[config.mk]
export PLATFORM = sky130hd
export DESIGN_NAME = bram_rd_capture_fifo
export DESIGN_NICKNAME = d
export VERILOG_FILES = /design/src/rtl/bram_rd_capture_fifo.sv
export SDC_FILE = /design/constraint.sdc
export NUM_CORES = 2
export LEC_CHECK = 0
export ABC_AREA = 1
export CORE_UTILIZATION = 55
export CTS_BUF_LIST = sky130_fd_sc_hd__clkbuf_8
export DETAILED_ROUTE_END_ITERATION = 8
export HOLD_SLACK_MARGIN = 0.02
export PLACE_DENSITY = 0.75
export SYNTH_ARGS = -nofsm -noshare
export SYNTH_HDL_FRONTEND = slang
export SYNTH_SLANG_ARGS = --single-unit
[constraint.sdc]
create_clock -name clk -period 27.7 [get_ports clk]
set_input_delay 2.77 -clock clk [delete_from_list [all_inputs] [get_ports clk]]
set_output_delay 2.77 -clock clk [all_outputs]
set_load 0.02 [all_outputs]
[src/rtl/bram_rd_capture_fifo.sv]
// ---------------------------------------------------------------------------
// bram_rd_capture_fifo
//
// Purpose:
//   Turns BRAM Port-B read data into a valid/ready stream for the compute
//   array. A RD_LATENCY-deep valid/tag pipe tracks each bram_en, so doutb is
//   captured in the cycle it is valid. Captured words go into a show-ahead
//   FIFO, and the final word of each tile is tagged. fetch_hold rises early
//   enough for upstream to stop before a word can be lost.
//
// Ports:
//   clk, rst      clock, asynchronous active-high reset
//   bram_en       read issued to the BRAM this cycle
//   fetch_done    tile-done pulse, coincident with the tile's final bram_en
//   doutb         BRAM Port-B read data (not pipelined here)
//   flush         synchronous clear of FIFO, pipe and tags (errors kept)
//   m_valid/m_ready/m_data/m_last   output stream to the compute array
//   fetch_hold    ask upstream to stop issuing reads
//   ovf_err       sticky: a captured word was dropped because the FIFO was full
//   tag_err       sticky: fetch_done was seen without bram_en
//
// Optional feature (macro RD_CAPTURE_STATS_EN):
//   words_out[15:0]  popped-word counter (wraps)
//   tiles_out[7:0]   popped m_last counter (wraps)
//   Both counters are cleared by rst and by flush.
//
// Handshake: a word transfers on any rising edge where m_valid && m_ready.
//   m_valid never depends on m_ready. m_data and m_last hold steady while
//   m_valid is high and m_ready is low.
// ---------------------------------------------------------------------------
module bram_rd_capture_fifo #(
    parameter int DATA_WIDTH  = 256,
    parameter int RD_LATENCY  = 2,
    parameter int FIFO_DEPTH  = 8,
    parameter int HOLD_MARGIN = 2
) (
    input  logic                  clk,
    input  logic                  rst,
    input  logic                  bram_en,
    input  logic                  fetch_done,
    input  logic [DATA_WIDTH-1:0] doutb,
    input  logic                  flush,
    output logic                  m_valid,
    input  logic                  m_ready,
    output logic [DATA_WIDTH-1:0] m_data,
    output logic                  m_last,
    output logic                  fetch_hold,
    output logic                  ovf_err,
    output logic                  tag_err
`ifdef RD_CAPTURE_STATS_EN
    ,
    output logic [15:0]           words_out,
    output logic [7:0]            tiles_out
`endif
);

    localparam int AW = $clog2(FIFO_DEPTH);
    localparam int CW = AW + 1;

    logic [RD_LATENCY-1:0] vld_pipe;
    logic [RD_LATENCY-1:0] last_pipe;

    logic [DATA_WIDTH-1:0] mem_data [FIFO_DEPTH];
    logic [FIFO_DEPTH-1:0] mem_last;
    logic [AW-1:0]         wr_ptr;
    logic [AW-1:0]         rd_ptr;
    logic [CW-1:0]         count;

    logic        empty;
    logic        full;
    logic        cap_vld;
    logic        cap_last;
    logic        push;
    logic        pop;
    logic        drop;
    logic [31:0] inflight;

    assign empty    = (count == '0);
    assign full     = (count == CW'(FIFO_DEPTH));
    assign cap_vld  = vld_pipe[RD_LATENCY-1];
    assign cap_last = last_pipe[RD_LATENCY-1];

    // flush overrides both push and pop. A full FIFO still accepts a word
    // when it is popping in the same cycle.
    assign pop  = !empty && m_ready && !flush;
    assign push = cap_vld && !flush && (!full || pop);
    assign drop = cap_vld && !flush && full && !pop;

    // Show-ahead head. The output reads as zero while empty, so reset gives
    // all-zero outputs without having to clear the storage array.
    assign m_valid = !empty;
    assign m_data  = empty ? '0 : mem_data[rd_ptr];
    assign m_last  = !empty && mem_last[rd_ptr];

    // Reads still in the BRAM pipeline have already claimed a FIFO slot.
    always_comb begin
        inflight = '0;
        for (int i = 0; i < RD_LATENCY; i++) begin
            inflight = inflight + 32'(vld_pipe[i]);
        end
    end

    assign fetch_hold = (32'(count) + inflight) >= 32'(FIFO_DEPTH - HOLD_MARGIN);

    // Storage array: data only, no reset needed.
    always_ff @(posedge clk) begin
        if (push) begin
            mem_data[wr_ptr] <= doutb;
            mem_last[wr_ptr] <= cap_last;
        end
    end

    always_ff @(posedge clk or posedge rst) begin
        if (rst) begin
            vld_pipe  <= '0;
            last_pipe <= '0;
            wr_ptr    <= '0;
            rd_ptr    <= '0;
            count     <= '0;
            ovf_err   <= 1'b0;
            tag_err   <= 1'b0;
`ifdef RD_CAPTURE_STATS_EN
            words_out <= '0;
            tiles_out <= '0;
`endif
        end else begin
            tag_err <= tag_err | (fetch_done & ~bram_en);
            ovf_err <= ovf_err | drop;
            if (flush) begin
                // A read issued during the flush cycle is discarded too.
                vld_pipe  <= '0;
                last_pipe <= '0;
                wr_ptr    <= '0;
                rd_ptr    <= '0;
                count     <= '0;
`ifdef RD_CAPTURE_STATS_EN
                words_out <= '0;
                tiles_out <= '0;
`endif
            end else begin
                vld_pipe[0]  <= bram_en;
                last_pipe[0] <= bram_en & fetch_done;
                for (int i = 1; i < RD_LATENCY; i++) begin
                    vld_pipe[i]  <= vld_pipe[i-1];
                    last_pipe[i] <= last_pipe[i-1];
                end
                if (push) begin
                    wr_ptr <= wr_ptr + AW'(1);
                end
                if (pop) begin
                    rd_ptr <= rd_ptr + AW'(1);
                end
                count <= count + CW'(push) - CW'(pop);
`ifdef RD_CAPTURE_STATS_EN
                if (pop) begin
                    words_out <= words_out + 16'd1;
                    if (m_last) begin
                        tiles_out <= tiles_out + 8'd1;
                    end
                end
`endif
            end
        end
    end

endmodule

**Yosys cells after proc, flatten, opt, wreduce, memory -nomap -nowiden**

Memory sizes are Yosys's and may differ from the RTL's.
Index checks and enable logic that the tools add are counted.

- Add/sub/neg operators: 6
- Order comparisons: 4
- Equal/unequal tests: 1
- Mux-type cells: 15
- Bitwise gates (word level): 5
- Reductions and logical operators: 16

Operators with widths:

| cell | number |
|---|---|
| $mux 256 | 1 |
| $mux 3 | 4 |
| $bwmux 8 | 1 |
| $logic_and 1x1->1 | 8 |
| $lt 3x4->1 const B | 2 |
| $add 3x1->3 const B | 2 |
| $add 4x2->5 | 1 |
| $ge 5x3->1 const B | 1 |
| $add 4x1->4 | 1 |
| $eq 4x4->1 const B | 1 |
| $logic_not 1->1 | 4 |
| $logic_not 4->1 | 1 |
| $mux 1 | 4 |
| $mux 2 | 2 |
| $mux 4 | 1 |
| $reduce_bool 2->1 | 2 |
| $sub 4x1->4 | 1 |
| $bmux 1 s3 | 1 |
| $demux 1 s3 | 1 |
| $ge 3x1->1 const B | 1 |
| $add 1x1->2 | 1 |
| $and 1x1->1 | 2 |
| $or 1x1->1 | 2 |
| $logic_or 1x1->1 | 1 |
| $not 1->1 | 1 |

- Flip-flop bits (word level): 24
- Memory bits (writable): 2,048
- Bits of input ports: 262
- Output and inout bits: 261
- Logic and storage cells: 56
- Memories: 1

Memories:

| name | depth | width | read ports | clocked after memory_dff | write ports | RTL line | text |
|---|---|---|---|---|---|---|---|
| mem_data | 8 | 256 | 1 | 0 | 1 | 63 | `logic [DATA_WIDTH-1:0] mem_data [FIFO_DEPTH];` |

**Logic depth before layout (Yosys ltp)**

- Word-level depth: 9
- Depth in mapped cells: 13
- Gate-level depth less buffers: 13

**Worst setup path before layout**

OpenSTA, ideal clock, no wires.

- Kind: input to register
- Start: input port flush
- End: memory mem_data[5][0] (enable)
- Library setup time: 1.192 ns
- Data arrival time: 20.785 ns
- Required time: 26.508 ns
- Slack: 5.722 ns
- Stages on the path: 6
- Buffers on the path: 1
- Path through: buf_2 -> inv_1 -> nand3_1 -> nand2_1 -> nand2_1 -> nor3_1

- Cells in the longest elaborated chain, start to end: 6
- Elaborated cells between the ends (all ways): 7
- Classes of those cells: mux (2); reduce/logical (5)

RTL lines:

| item | RTL line | text |
|---|---|---|
| from (decl) | 42 | `input logic flush,` |
| $logic_not 1->1 (*) | 85, 86 |  |
| $logic_and 1x1->1 | 85 | `assign pop = !empty && m_ready && !flush;` |
| $logic_or 1x1->1 | 86 | `assign push = cap_vld && !flush && (!full \|\| pop);` |
| $logic_and 1x1->1 (*) | 86 |  |
| $mux 1 (*) | 107 | `if (push) begin` |
| $mux 1 (not written as such) (*) | 108 | `mem_data[wr_ptr] <= doutb;` |
| to (decl) | 63 |  |

Mark *: on every way between the ends. The rest lies on a longest branch, timed or not.

**Worst setup path in the final report**

- Start: register rd_ptr[0]
- End: output port m_data[202]

- Cells in the longest elaborated chain, start to end: 2

RTL lines:

| item | RTL line | text |
|---|---|---|
| from (decl) | 66 | `logic [AW-1:0] rd_ptr;` |
| from (signal assigned) | 151 | `rd_ptr <= rd_ptr + AW'(1);` |
| $mem_v2 8x256 | -- |  |
| $mux 256 | 92 | `assign m_data = empty ? '0 : mem_data[rd_ptr];` |
| to (decl) | 45 | `output logic [DATA_WIDTH-1:0] m_data,` |

Every way passes these cells.

==> results list <==
* Outcome: finished, final reports clean
* Core Footprint: about 150000 µm²
- Xor and xnor area share after synthesis: 0.000321
* Worst hold path cell count: 2
- Of the total synthesized cell area, the portion taken by full adders, half adders and majority gates is 0.00217.
* Maximum number of buffers from clock root to sink: 4
- IR analysis of the VDD net gives a maximum drop of 0.0825 mV.
* Setup Skew: around 0.068 ns
- Overall routed net length: just under 200000 µm
- Clock transition at the registers of the reported paths: ~0.07 ns
- Worst Path Required: about 25 ns
- Root Buffer Master: clkbuf_8
- Number of antenna-violating nets in the routed design: 0
- Pin count of the biggest net entering global routing: ~250
- Summed over all failing endpoints, the final setup total negative slack is 0 ns.
- TritonCTS built the clock tree.
- Post-CTS Hold Buffers: 0
- Initial DRT Pass Iterations: 6
- Fraction of power consumed by the clock network: 0.285
* Share of the synthesized area in compound gates (AO/OA/AOI/OAI): 0.0792
- Worst Path Class, Setup: flip-flop to primary output
- Once placement completed, the tool counted placed cells totaling about 9k.
- Dividing total power by cell area gives a power density of 87.8 nW/µm².
- In this run the number of H-tree levels came out at 5.
- At the pin with the least slew margin, the transition time is 1.33 ns.
- Clock tree synthesis found a total of between 2k and 2.5k sinks.
* Endpoint type of the worst setup path: primary output
- Clock period minus worst slack: 9.53 ns
- The commonest cells after synthesis are nor2_1, edfxtp_1, o21ai_0.
- Relative max-transition margin: 0.110
- Timing would allow up to approximately 100 MHz.
- In this run the power spent charging and discharging nets is between 2000 and 3000 µW.
* Synth warnings: 0
- Across every metal layer, demand over resource in global routing totals 0.257.
- STA classifies the critical path startpoint as a flip-flop.
* Combinational family with the most area after synthesis: simple AND/OR/NAND/NOR gates
- The final number of hold-violating endpoints is 0.
- The share of total power dissipated in combinational logic is 0.294.
- In the final layout, the share of cells above drive strength 1 is 0.0655.
- In the synthesized netlist the dominant register cell turns out to be edfxtp_1.
* Clock Latency Late Sink: 1.00 ns
- The cell count after synthesis came out at 6708.
* Residual DRC count: 0
* Total global routing overflow: 0
- The die is roughly 390 µm wide.
- Mapped Area: a little over 80000 µm²
* Synthesized flop and latch total: 2072
- Vias in the first global route: ~51k
- Port Buf Inserts: roughly 520
- Worst-path fanout max: about 250
- Multiplexer share of the synthesized area: 0
* GPL Wtd Cong: ~0.81
- Internal Pwr Total: 5520 µW
- Number of post-CTS setup repair buffers: 0
- Leading cell type by number of instances after synthesis: nor2_1
- The number of nets handed over by synthesis was between 6k and 7k.
- Global-route wire length before repair: 298000 µm
- After layout, the design draws a total of 8290 µW.
- Standard-cell rows: 141
- After filler insertion, the fill cell instance count of the layout stands at approximately 11k.
- In this run, post-CTS repair resized a total of 0 instances.
* Number of synthesized flops with an enable pin: 2056
- Die outline area: between 150000 and 200000 µm²
- In the final routed layout, each cell accounts on average for about 21 µm.
- Averaged over all synthesized cells, the footprint is 12.2 µm².
* Number of antenna violations at the first check in global routing: 47
- Via count: around 53k
* Post-synthesis cell type with the largest combined area: edfxtp_1
* Simple-Gate Fraction of Synth Area: 0.136
- R2R cell count: 12
- Placement Setup Slack: 19.39 ns
* Register area share after synthesis: 0.759
- Synth top area cells: edfxtp_1, nor2_1, o21ai_0
- In this run, distinct cell masters in the synthesized netlist total 26.
- Post-route setup slack: 18.17 ns
- Once detailed placement completed, the half-perimeter wirelength came to 101000 µm.
- In the synthesized netlist the async set-or-reset flop fraction comes to 0.00772.
- Setup repair after global routing left no endpoint under its margin.
* Critical path arrival: between 6 and 7 ns
- Min-delay worst type: flip-flop to flip-flop
- Proportion of power drawn by flip-flops and latches: 0.421
- Max-cap violations in this run came to 0.
* Post-detailed-route via-to-cell ratio: between 5 and 6
- The final layout contains around 7.5k nets.
* Count of boundary I/O pins: between 500 and 600
- The area growth from synthesis to layout is 15.3%.
- Net switching fraction of the power: 0.335
- Slew Limit Fails: 0
- Share of the core filled with cells: 0.639
* Initial Utilization: 0.554
- Clock tree synthesis inserted a total of 342 buffers.
- Leakage power figure: about 0.032 µW
- The share of synthesized area in the top cell type comes to 0.754.
- Once layout is complete, the cells apart from fillers number 9416.
* Die Y-Extent: ~390 µm
* Total setup violations reported at the end of the flow: 0
- Fin crit share: 0.344
* Violation count after the first detailed-routing iteration: roughly 5.0k
[layout make-up]
type / instances / area, µm² / area share
Sequential cell: 2072 / 62200 / 0.658
Tap cell: 1930 / 2410 / 0.0256
Multi-Input combinational cell: 4186 / 17900 / 0.189
Inverter: 22 / 97.6 / 0.00103
Clock buffer: 350 / 4820 / 0.0510
Clock inverter: 230 / 1100 / 0.0117
Timing Repair Buffer: 601 / 5920 / 0.0627
Antenna cell: 25 / 62.6 / 0.000662
[critical path: stages (launching register included)]
cell	delay, ns
dfrtp_4	0.73
inv_8	0.74
buf_12	0.68
buf_4	0.92
buf_4	0.83
o21ai_0	0.21
nand3_1	0.12
nand2_1	0.06
nor2_1	0.25
clkdlybuf4s50_1	0.67
[placed cells by master, fill, tap and decap left out, types with 25 or more instances in the layout]
master | synthesis | routed
o21ai_0 | 923 | 923
nand3_1 | 266 | 266
nand2_1 | 277 | 276
clkinv_1 | 1 | 67
nor2_1 | 2327 | 2323
o21ai_1 | 364 | 364
edfxtp_1 | 2056 | 2056
diode_2 | 0 | 25
buf_4 | 14 | 71
inv_1 | 20 | 138
clkinv_2 | 0 | 28
clkdlybuf4s50_1 | 0 | 522
clkbuf_8 | 0 | 350
[kinds of logic (layout without fill, tap and decap cells)]
| group | count (synthesis) | after routing |
|---|---|---|
| adder cells (fa/ha/maj) | 13 | 13 |
| buffers and inverters | 450 | 1203 |
| flip-flops | 2072 | 2072 |
| XOR/XNOR | 3 | 3 |
| other | 0 | 25 |
| AND/OR/NAND/NOR | 2876 | 2876 |
| AO/OA/AOI/OAI | 1294 | 1294 |
[routing by layer]
metal	track usage	vias up	part of all wire
met5	0	-	0.0018
met4	0.107	50	0.028
met3	0.0630	401	0.090
met2	0.411	2202	0.48
met1	0.339	25843	0.40
li1	-	24687	-
[flip-flops by register name, indices dropped and copies added, names as in the netlist]
signal	flops
mem_data	2048
wr_ptr	3
vld_pipe	2
last_pipe	2
count	4
rd_ptr	3
mem_last	8
tag_err	1
ovf_err	1
[worst paths after layout]
kind	slack, ns	from	to
setup / recovery	18.17	rd_ptr[0]	m_data[202]
hold / removal	0.47	last_pipe[0]	last_pipe[1]
setup reg to reg	21.22	count[2]	mem_data[6][191]
hold reg to reg	0.47	last_pipe[0]	last_pipe[1]
max in group asynchronous	25.05	rst	rd_ptr[1]
min in group asynchronous	2.15	rst	count[2]
[through the flow]
stage,area [µm²],hold WS (ns)
3_3_place_gp,88500,0.459
5_1_grt,94400,0.484
6_report,94500,0.474
4_1_cts,94400,0.482
3_5_place_dp,88500,0.465
2_1_floorplan,81900,0.434
[power groups by stage]
stage	clock (µW)	combinational, µW	sequential (µW)
after CTS	2400	2430	3490
final	2360	2440	3490
after global placement	0	2380	3550
after floorplan	0	1450	3550
after detailed placement	0	2420	3560
after global routing	2540	2640	3490
Power figures use the tool's default switching activity.
